[src/rtl/proc_pkg.sv]
// Shared types and constants for the request encoder and its round-robin arbiter.
package proc_pkg;

  localparam int N_REQ  = 13;
  localparam int CODE_W = 4;

  typedef logic [N_REQ-1:0]  req_vec_t;
  typedef logic [CODE_W-1:0] code_t;

  typedef enum logic {
    ENC_IDLE  = 1'b0,
    ENC_VALID = 1'b1
  } enc_state_t;

  // Pointer value that makes the first search begin at line 0.
  localparam code_t PTR_RESET = 4'd12;

  function automatic req_vec_t code_onehot(input code_t code);
    req_vec_t vec;
    vec = '0;
    for (int i = 0; i < N_REQ; i++) begin
      vec[i] = (code == code_t'(i));
    end
    return vec;
  endfunction

endpackage

[src/rtl/req_encoder_rr_arbiter.sv]
// Combinational round-robin search: first eligible line at or after ptr+1, wrapping 12 -> 0.
module rr_arbiter
  import proc_pkg::*;
(
  input  req_vec_t elig,
  input  code_t    ptr,
  output logic     found,
  output code_t    win_idx
);

  logic [2*N_REQ-1:0] dbl_s;
  req_vec_t           rot_s;
  code_t              start_s;
  code_t              off_s;
  logic [CODE_W:0]    sum_s;

  // Rotate the doubled vector so the search start sits at bit 0, then take the lowest set bit.
  always_comb begin
    if (ptr >= code_t'(N_REQ - 1)) begin
      start_s = 4'd0;
    end else begin
      start_s = ptr + 4'd1;
    end
    dbl_s = {elig, elig};
    rot_s = req_vec_t'(dbl_s >> start_s);
    found = 1'b0;
    off_s = 4'd0;
    for (int j = N_REQ - 1; j >= 0; j--) begin
      if (rot_s[j]) begin
        found = 1'b1;
        off_s = code_t'(j);
      end else begin
        found = found;
      end
    end
    sum_s = {1'b0, start_s} + {1'b0, off_s};
    if (sum_s >= 5'(N_REQ)) begin
      win_idx = code_t'(sum_s - 5'(N_REQ));
    end else begin
      win_idx = code_t'(sum_s);
    end
  end

endmodule

[src/rtl/req_encoder.sv]
// Registered 13-to-4 request encoder: sticky pending register, round-robin grant,
// and a valid/ack output handshake delivering at most one code per cycle.
module req_encoder
  import proc_pkg::*;
#(
  parameter int N_REQ  = proc_pkg::N_REQ,
  parameter int CODE_W = proc_pkg::CODE_W
) (
  input  logic              clk,
  input  logic              rst,
  input  logic [N_REQ-1:0]  req_in,
  input  logic [N_REQ-1:0]  mask,
  output logic [CODE_W-1:0] code_out,
  output logic              code_valid,
  input  logic              code_ack,
  output logic [N_REQ-1:0]  pending_out
);

  enc_state_t state_r, state_next_s;
  req_vec_t   pend_r, pend_next_s;
  code_t      code_r, ptr_r;

  logic     ack_s, load_s, found_s;
  req_vec_t code_hot_s, clr_s, held_s, elig_s;
  code_t    win_s;

  // Pending update and eligibility; the held or acked code never competes again this cycle.
  always_comb begin
    ack_s      = (state_r == ENC_VALID) && code_ack;
    code_hot_s = code_onehot(code_r);
    if (ack_s) begin
      clr_s  = code_hot_s;
      held_s = '0;
    end else if (state_r == ENC_VALID) begin
      clr_s  = '0;
      held_s = code_hot_s;
    end else begin
      clr_s  = '0;
      held_s = '0;
    end
    elig_s      = pend_r & ~mask & ~held_s & ~clr_s;
    pend_next_s = (pend_r & ~clr_s) | req_in;
  end

  rr_arbiter u_arb (
    .elig    (elig_s),
    .ptr     (ptr_r),
    .found   (found_s),
    .win_idx (win_s)
  );

  // Output FSM: load a winner from IDLE, or back-to-back on an ack in VALID.
  always_comb begin
    state_next_s = state_r;
    load_s       = 1'b0;
    case (state_r)
      ENC_IDLE: begin
        if (found_s) begin
          load_s       = 1'b1;
          state_next_s = ENC_VALID;
        end else begin
          state_next_s = ENC_IDLE;
        end
      end
      ENC_VALID: begin
        if (ack_s && found_s) begin
          load_s       = 1'b1;
          state_next_s = ENC_VALID;
        end else if (ack_s) begin
          state_next_s = ENC_IDLE;
        end else begin
          state_next_s = ENC_VALID;
        end
      end
      default: begin
        state_next_s = ENC_IDLE;
      end
    endcase
  end

  // State, pending, output code and round-robin pointer registers.
  always_ff @(posedge clk) begin
    if (rst) begin
      state_r <= ENC_IDLE;
      pend_r  <= '0;
      code_r  <= 4'd0;
      ptr_r   <= PTR_RESET;
    end else begin
      state_r <= state_next_s;
      pend_r  <= pend_next_s;
      if (load_s) begin
        code_r <= win_s;
        ptr_r  <= win_s;
      end else begin
        code_r <= code_r;
        ptr_r  <= ptr_r;
      end
    end
  end

  assign code_out    = code_r;
  assign code_valid  = (state_r == ENC_VALID);
  assign pending_out = pend_r;

endmodule

[config.mk]
export PLATFORM = sky130hd
export DESIGN_NAME = req_encoder
export DESIGN_NICKNAME = d
export VERILOG_FILES = /design/src/rtl/proc_pkg.sv /design/src/rtl/req_encoder_rr_arbiter.sv /design/src/rtl/req_encoder.sv
export SDC_FILE = /design/constraint.sdc
export NUM_CORES = 1
export LEC_CHECK = 0
export CORE_ASPECT_RATIO = 1.1
export CORE_UTILIZATION = 45
export CTS_CLUSTER_DIAMETER = 120
export DETAILED_ROUTE_END_ITERATION = 12
export PLACE_DENSITY = 0.71
export REMOVE_ABC_BUFFERS = 1
export SYNTH_ARGS = -nofsm -noshare
export SYNTH_HDL_FRONTEND = slang
export SYNTH_SLANG_ARGS = --single-unit
[constraint.sdc]
create_clock -name clk -period 14.2 [get_ports clk]
set_clock_uncertainty 0.1 [all_clocks]
set_input_delay 2.84 -clock clk [delete_from_list [all_inputs] [get_ports clk]]
set_output_delay 2.84 -clock clk [all_outputs]
set_load 0.03 [all_outputs]
# ---- Word level (Yosys, flattened, before mapping)
# Cells that the tools add are included.
# W data, S select, Z words.
dict set report totals {
  in_bits 29
  reg_bits 22
}
dict set report classes {
  shift 1
  n_mux 37
  bitwise 9
  order_cmp 2
  n_eq_ne 12
  reduce_logical 3
  add_sub_neg 3
}
# operator count
set ops {}
lappend ops {{$mux W4} 15}
lappend ops {{$and A13 B13 Y13} 4}
lappend ops {{$mux W13} 3}
lappend ops {{$not A13 Y13} 3}
lappend ops {{$shr A26 B4 Y13} 1}
lappend ops {{$eq A4 B4 Y1 const B} 5}
lappend ops {{$mux W1} 17}
lappend ops {{$eq A4 B3 Y1 const B} 4}
lappend ops {{$or A13 B13 Y13} 1}
lappend ops {{$eq A4 B2 Y1 const B} 2}
lappend ops {{$add A4 B4 Y5} 1}
lappend ops {{$ge A5 B4 Y1 const B} 1}
lappend ops {{$add A4 B1 Y4 const B} 1}
lappend ops {{$eq A4 B1 Y1 const B} 1}
lappend ops {{$ge A4 B4 Y1 const B} 1}
lappend ops {{$logic_not A4 Y1} 1}
lappend ops {{$pmux W1 S2} 2}
lappend ops {{$sub A4 B4 Y4 const B} 1}
lappend ops {{$logic_and A1 B1 Y1} 2}
lappend ops {{$not A1 Y1} 1}

# ---- Depth between registers and ports, before layout
dict set report logic_depth {
  ltp_word 23
  mapped_depth 24
}

# ---- Hierarchy
# From an unflattened synthesis, not the netlist that was laid out.
dict set report hier_totals {
  cells_unflattened 340
  hier_area_um2 2680.1
}
# module area_per_inst_um2 cells_each n_inst seq_area_each_um2
set modules_own_cells {}
lappend modules_own_cells {rr_arbiter 1706.6 218 1 0.0}
lappend modules_own_cells {req_encoder 973.4 122 1 400.4}

# ---- Worst setup path before layout
# No wires, ideal clock.
dict set report synth_path {
  kind {in2reg}
  start {input mask[8]}
  end {register code_r[3] (netlist: code_out[3])}
  t_arrival_ns 6.658
  path_slack_ns 7.313
  n_path_buf 0
  cell_stages 19
  cell_sequence {nor2b_1 nand3_1 and3_1 a21oi_1 mux4_2 o21ba_1 o311a_1 o311a_1 ha_1 fa_1 inv_1 ha_1 nor3_1 nor2_1 a221oi_1 a211oi_1 xor2_1 mux2i_1 nor2_1}
}
dict set report synth_via {
  elab_chain_len 21
  elab_cells_between_ends 39
  classes_between {add/sub (2); order compare (1); shift (1); mux (30); bitwise (4); reduce/logical (1)}
}
# item line_no
set synth_rtl {}
lappend synth_rtl {{start: declaration} req_encoder.sv:12} ;# input logic [N_REQ-1:0] mask,
lappend synth_rtl {{$not A13 Y13 (*)} req_encoder.sv:41} ;# elig_s = pend_r & ~mask & ~held_s & ~clr_s;
lappend synth_rtl {{$and A13 B13 Y13 (*) (3 in series)} req_encoder.sv:41}
lappend synth_rtl {{$shr A26 B4 Y13 (*)} req_encoder_rr_arbiter.sv:25} ;# rot_s = req_vec_t'(dbl_s >> start_s);
lappend synth_rtl {{$mux W4 / $mux W1 (equally long branches) (13 in series)} req_encoder_rr_arbiter.sv:29} ;# if (rot_s[j]) begin
lappend synth_rtl {{$add A4 B4 Y5 / $logic_and A1 B1 Y1 (equally long branches)} {req_encoder_rr_arbiter.sv:36, req_encoder.sv:66}}
lappend synth_rtl {{$sub A4 B4 Y4, or another cell as far along} req_encoder_rr_arbiter.sv:38} ;# win_idx = code_t'(sum_s - 5'(N_REQ));
lappend synth_rtl {{$mux W4 / $pmux W1 S2 (equally long branches)} {req_encoder_rr_arbiter.sv:37, req_encoder.sv:56}}
lappend synth_rtl {{end signal: assignment} req_encoder.sv:92} ;# code_r <= win_s;
lappend synth_rtl {{end signal: assignment} req_encoder.sv:95} ;# code_r <= code_r;
lappend synth_rtl {{end: declaration} req_encoder.sv:21} ;# code_t code_r, ptr_r;
# Mark *: on every way between the ends. The rest lies on a longest branch, timed or not.
# A chain may end at the register's enable or synchronous reset.

# ---- Worst setup path in the final report
dict set report layout_path {
  start {input mask[8]}
  end {register ptr_r[3]}
}
dict set report layout_via {
  elab_chain_len 21
  elab_cells_between_ends 39
  classes_between {add/sub (2); order compare (1); shift (1); mux (30); bitwise (4); reduce/logical (1)}
}
# item line_no
set layout_rtl {}
lappend layout_rtl {{$not A13 Y13 (*)} req_encoder.sv:41}
lappend layout_rtl {{$and A13 B13 Y13 (*) (3 in series)} req_encoder.sv:41}
lappend layout_rtl {{$shr A26 B4 Y13 (*)} req_encoder_rr_arbiter.sv:25}
lappend layout_rtl {{$mux W4 / $mux W1 (equally long branches) (13 in series)} req_encoder_rr_arbiter.sv:29}
lappend layout_rtl {{$add A4 B4 Y5 / $logic_and A1 B1 Y1 (equally long branches)} {req_encoder_rr_arbiter.sv:36, req_encoder.sv:66}}
lappend layout_rtl {{$sub A4 B4 Y4, or another cell as far along} req_encoder_rr_arbiter.sv:38}
lappend layout_rtl {{$mux W4 / $pmux W1 S2 (equally long branches)} {req_encoder_rr_arbiter.sv:37, req_encoder.sv:56}}
lappend layout_rtl {{end signal: assignment} req_encoder.sv:93} ;# ptr_r <= win_s;
lappend layout_rtl {{end signal: assignment} req_encoder.sv:96} ;# ptr_r <= ptr_r;
lappend layout_rtl {{end: declaration} req_encoder.sv:21}
# Marks and branches as above.

==> impl_metrics.ini <==
[logic_synthesis]
synthDistinctLibCells = 55
synth_area_mm2 = 0.00236
ys.flop_type = dfxtp_1
async_reset_ff_share_pct = 0
synth-edff-count = 0
yosys_register_bits = 20
syn_inst = 303
yosysMostFrequentCell = nand3_1
synth_top_area_share_pct = 17.0
synth_largest_area_cell = dfxtp_1
ys.warnings.count = 0
yosys-top-cells-count = 34 x nand3_1, 30 x nor2_1, 25 x nand2_1
synth_area_per_cell_um2 = 7.78
ys_seq_area_share_pct = 17.0
synth_area_leaders = dfxtp_1 17%, nand3_1 7.2%, ha_1 5.3%, nor2_1 4.8%, a21oi_1 4.7%

[timing]
drv_slew = 0
period_minus_slack_ns = 7.55
hold_viol = 0
finalSetupViolations = 0
holdWs_ns = 0.399
fmax_ghz = 0.132
post-route-period-util_pct = 53.2
maxSlewHeadroom_pct = 44.6
rsz0062_at_grt = false
setup_tns_ns = 0
worst-slew-pin-transition_ns = 0.829

[layout]
final_nets = 376
drive_gt1_share_pct = 8.06
utilization_pct = 56.4
areaGrowthSynthToFinish_pct = 20.5
antenna_cells = 0

[pwr]
powerDensity_mw_per_mm2 = 277
finalPower_w = 0.000787
p_leak_nw = 1.05
vdd_drop_max_mv = 0.164

[die]
ios = 47
rows = 27
die_w_um = 71.0
die_h_um = 77.9
die_area_mm2 = 0.00553
initial_utilization_pct = 46.8
core_area_mm2 = 0.00503

[clocking]
cts_resized = 0
root_buffer = clkbuf_8
clock-sinks = 20
clk_pin_slew_ns = 0.08
clock_path_buffers = 2
ctsHoldBuffers = 0
htree_levels = 1
cts_setup_buffers = 0
cts_made_buffers = 3
cts_tree = built
clk_latency_ns = 0.26

[worst_setup_path]
rrSetupSlack_ns = 8.21
arrival_ns = 7.65
crit_type = input pin to register
critPathMaxFanout = 4
critPathLaunchType = input pin
end_kind = register
critPathRequiredTime_ns = 14.30

[worst_hold_path]
hold_class = register to register

[placement]
numPortBuffers = 46
dpl.hpwl_mm = 5.13
finalWeightedCongestion = 0.916

[route]
drtIter0Drc = 260
vias = 2487
drc = 0
ant_nets = 0
routed_via_density = 6.33
first_pass_iters = 5
drt-total-wl_mm = 6.59
wl_per_cell_um = 16.8

[global_route]
grt_max_degree = 26
grt_usage_pct = 24.5
grt.overflow.total = 0
antenna_found_initial = 0
grt_first_pass_wirelength_mm = 11.0
grt_pass1_vias = 2276

[outcome]
outcome = complete, no violations

[job]
cap_violations = 0
[through the flow]
| step | cells | setup WS, ns | instance area (um2) |
|---|---|---|---|
| 5_1_grt | 393 | 6.18 | 2840 |
| 4_1_cts | 393 | 6.62 | 2840 |
| 2_1_floorplan | 284 | 7.32 | 2240 |
| 3_3_place_gp | 389 | 6.56 | 2780 |
| 3_5_place_dp | 389 | 6.38 | 2780 |
| 6_report | 393 | 6.65 | 2840 |
[worst paths after layout]
kind                              from  cells after the start                        end
min          pending_out[8]$_SDFF_PP0_                      2  pending_out[8]$_SDFF_PP0_
min reg2reg  pending_out[8]$_SDFF_PP0_                      2  pending_out[8]$_SDFF_PP0_
max                            mask[8]                     20      ptr_r[3]$_SDFFE_PP1P_
max reg2reg   code_out[0]$_SDFFE_PP0P_                     22      ptr_r[3]$_SDFFE_PP1P_
[cells by family (layout without fill, tap and decap cells)]
| family | after synthesis | after routing | share of synthesized area [%] |
|---|---|---|---|
| fa+ha+maj | 11 | 11 | 6.16 |
| simple gates | 157 | 157 | 38.1 |
| compound gates | 71 | 71 | 24.2 |
| xor+xnor | 5 | 5 | 1.86 |
| flops | 20 | 20 | 17.0 |
| buf+inv | 29 | 61 | 6.37 |
| mux | 10 | 10 | 6.37 |
[cells in the final DEF (no fill, tap or decap), types with 7 or more instances in the layout]
cell type	count
a21oi_1	22
clkdlybuf4s50_1	46
dfxtp_1	20
ha_1	10
inv_1	7
nand2_1	25
nand3_1	34
nand4_1	17
nand4b_1	9
nor2_1	30
nor2b_1	15
o211ai_1	7
[routing by layer]
metal,global-route usage (%),up-vias,wire length [um]
li1,-,1220,-
met1,34.7,1150,3080
met2,40.2,112,3110
met3,1.95,5,363
met4,6.00,0,38
met5,0,-,0
[state kept, by name, summed over array words and instances, names as in the netlist]
signal / flops
code_valid: 1
pending_out: 13
ptr_r: 2
code_out: 4
[worst max-delay path, stage by stage]
cell	delay (ns)
clkdlybuf4s50_1	0.40
nor2b_1	0.21
nand3_1	0.13
and3_1	0.20
a21oi_1	0.30
mux4_2	0.36
o21ba_1	0.16
o311a_1	0.28
o311a_1	0.29
ha_1	0.21
fa_1	0.55
inv_1	0.10
ha_1	0.20
nor3_1	0.19
nor2_1	0.06
a221oi_1	0.57
a211oi_1	0.13
xor2_1	0.25
nor2_1	0.06
a21oi_1	0.17
[cell type report]
| cell class | count | area (um2) |
|---|---|---|
| repair buffers | 47 | 468 |
| well taps | 58 | 72.6 |
| clock buffers | 4 | 55.1 |
| inverters | 10 | 37.5 |
| multi-input cells | 254 | 1810 |
| flip-flops and latches | 20 | 400 |
| fillers | 485 | 2190 |
[report_power, final]
part / leakage (nW) / internal [W] / switching (W) / total, W
clock: 0.0288 / 0.0000247 / 0.0000205 / 0.0000452
combinational: 0.858 / 0.000267 / 0.000388 / 0.000655
sequential: 0.167 / 0.0000677 / 0.0000199 / 0.0000876
No activity file was read; power rests on OpenSTA's default activity.
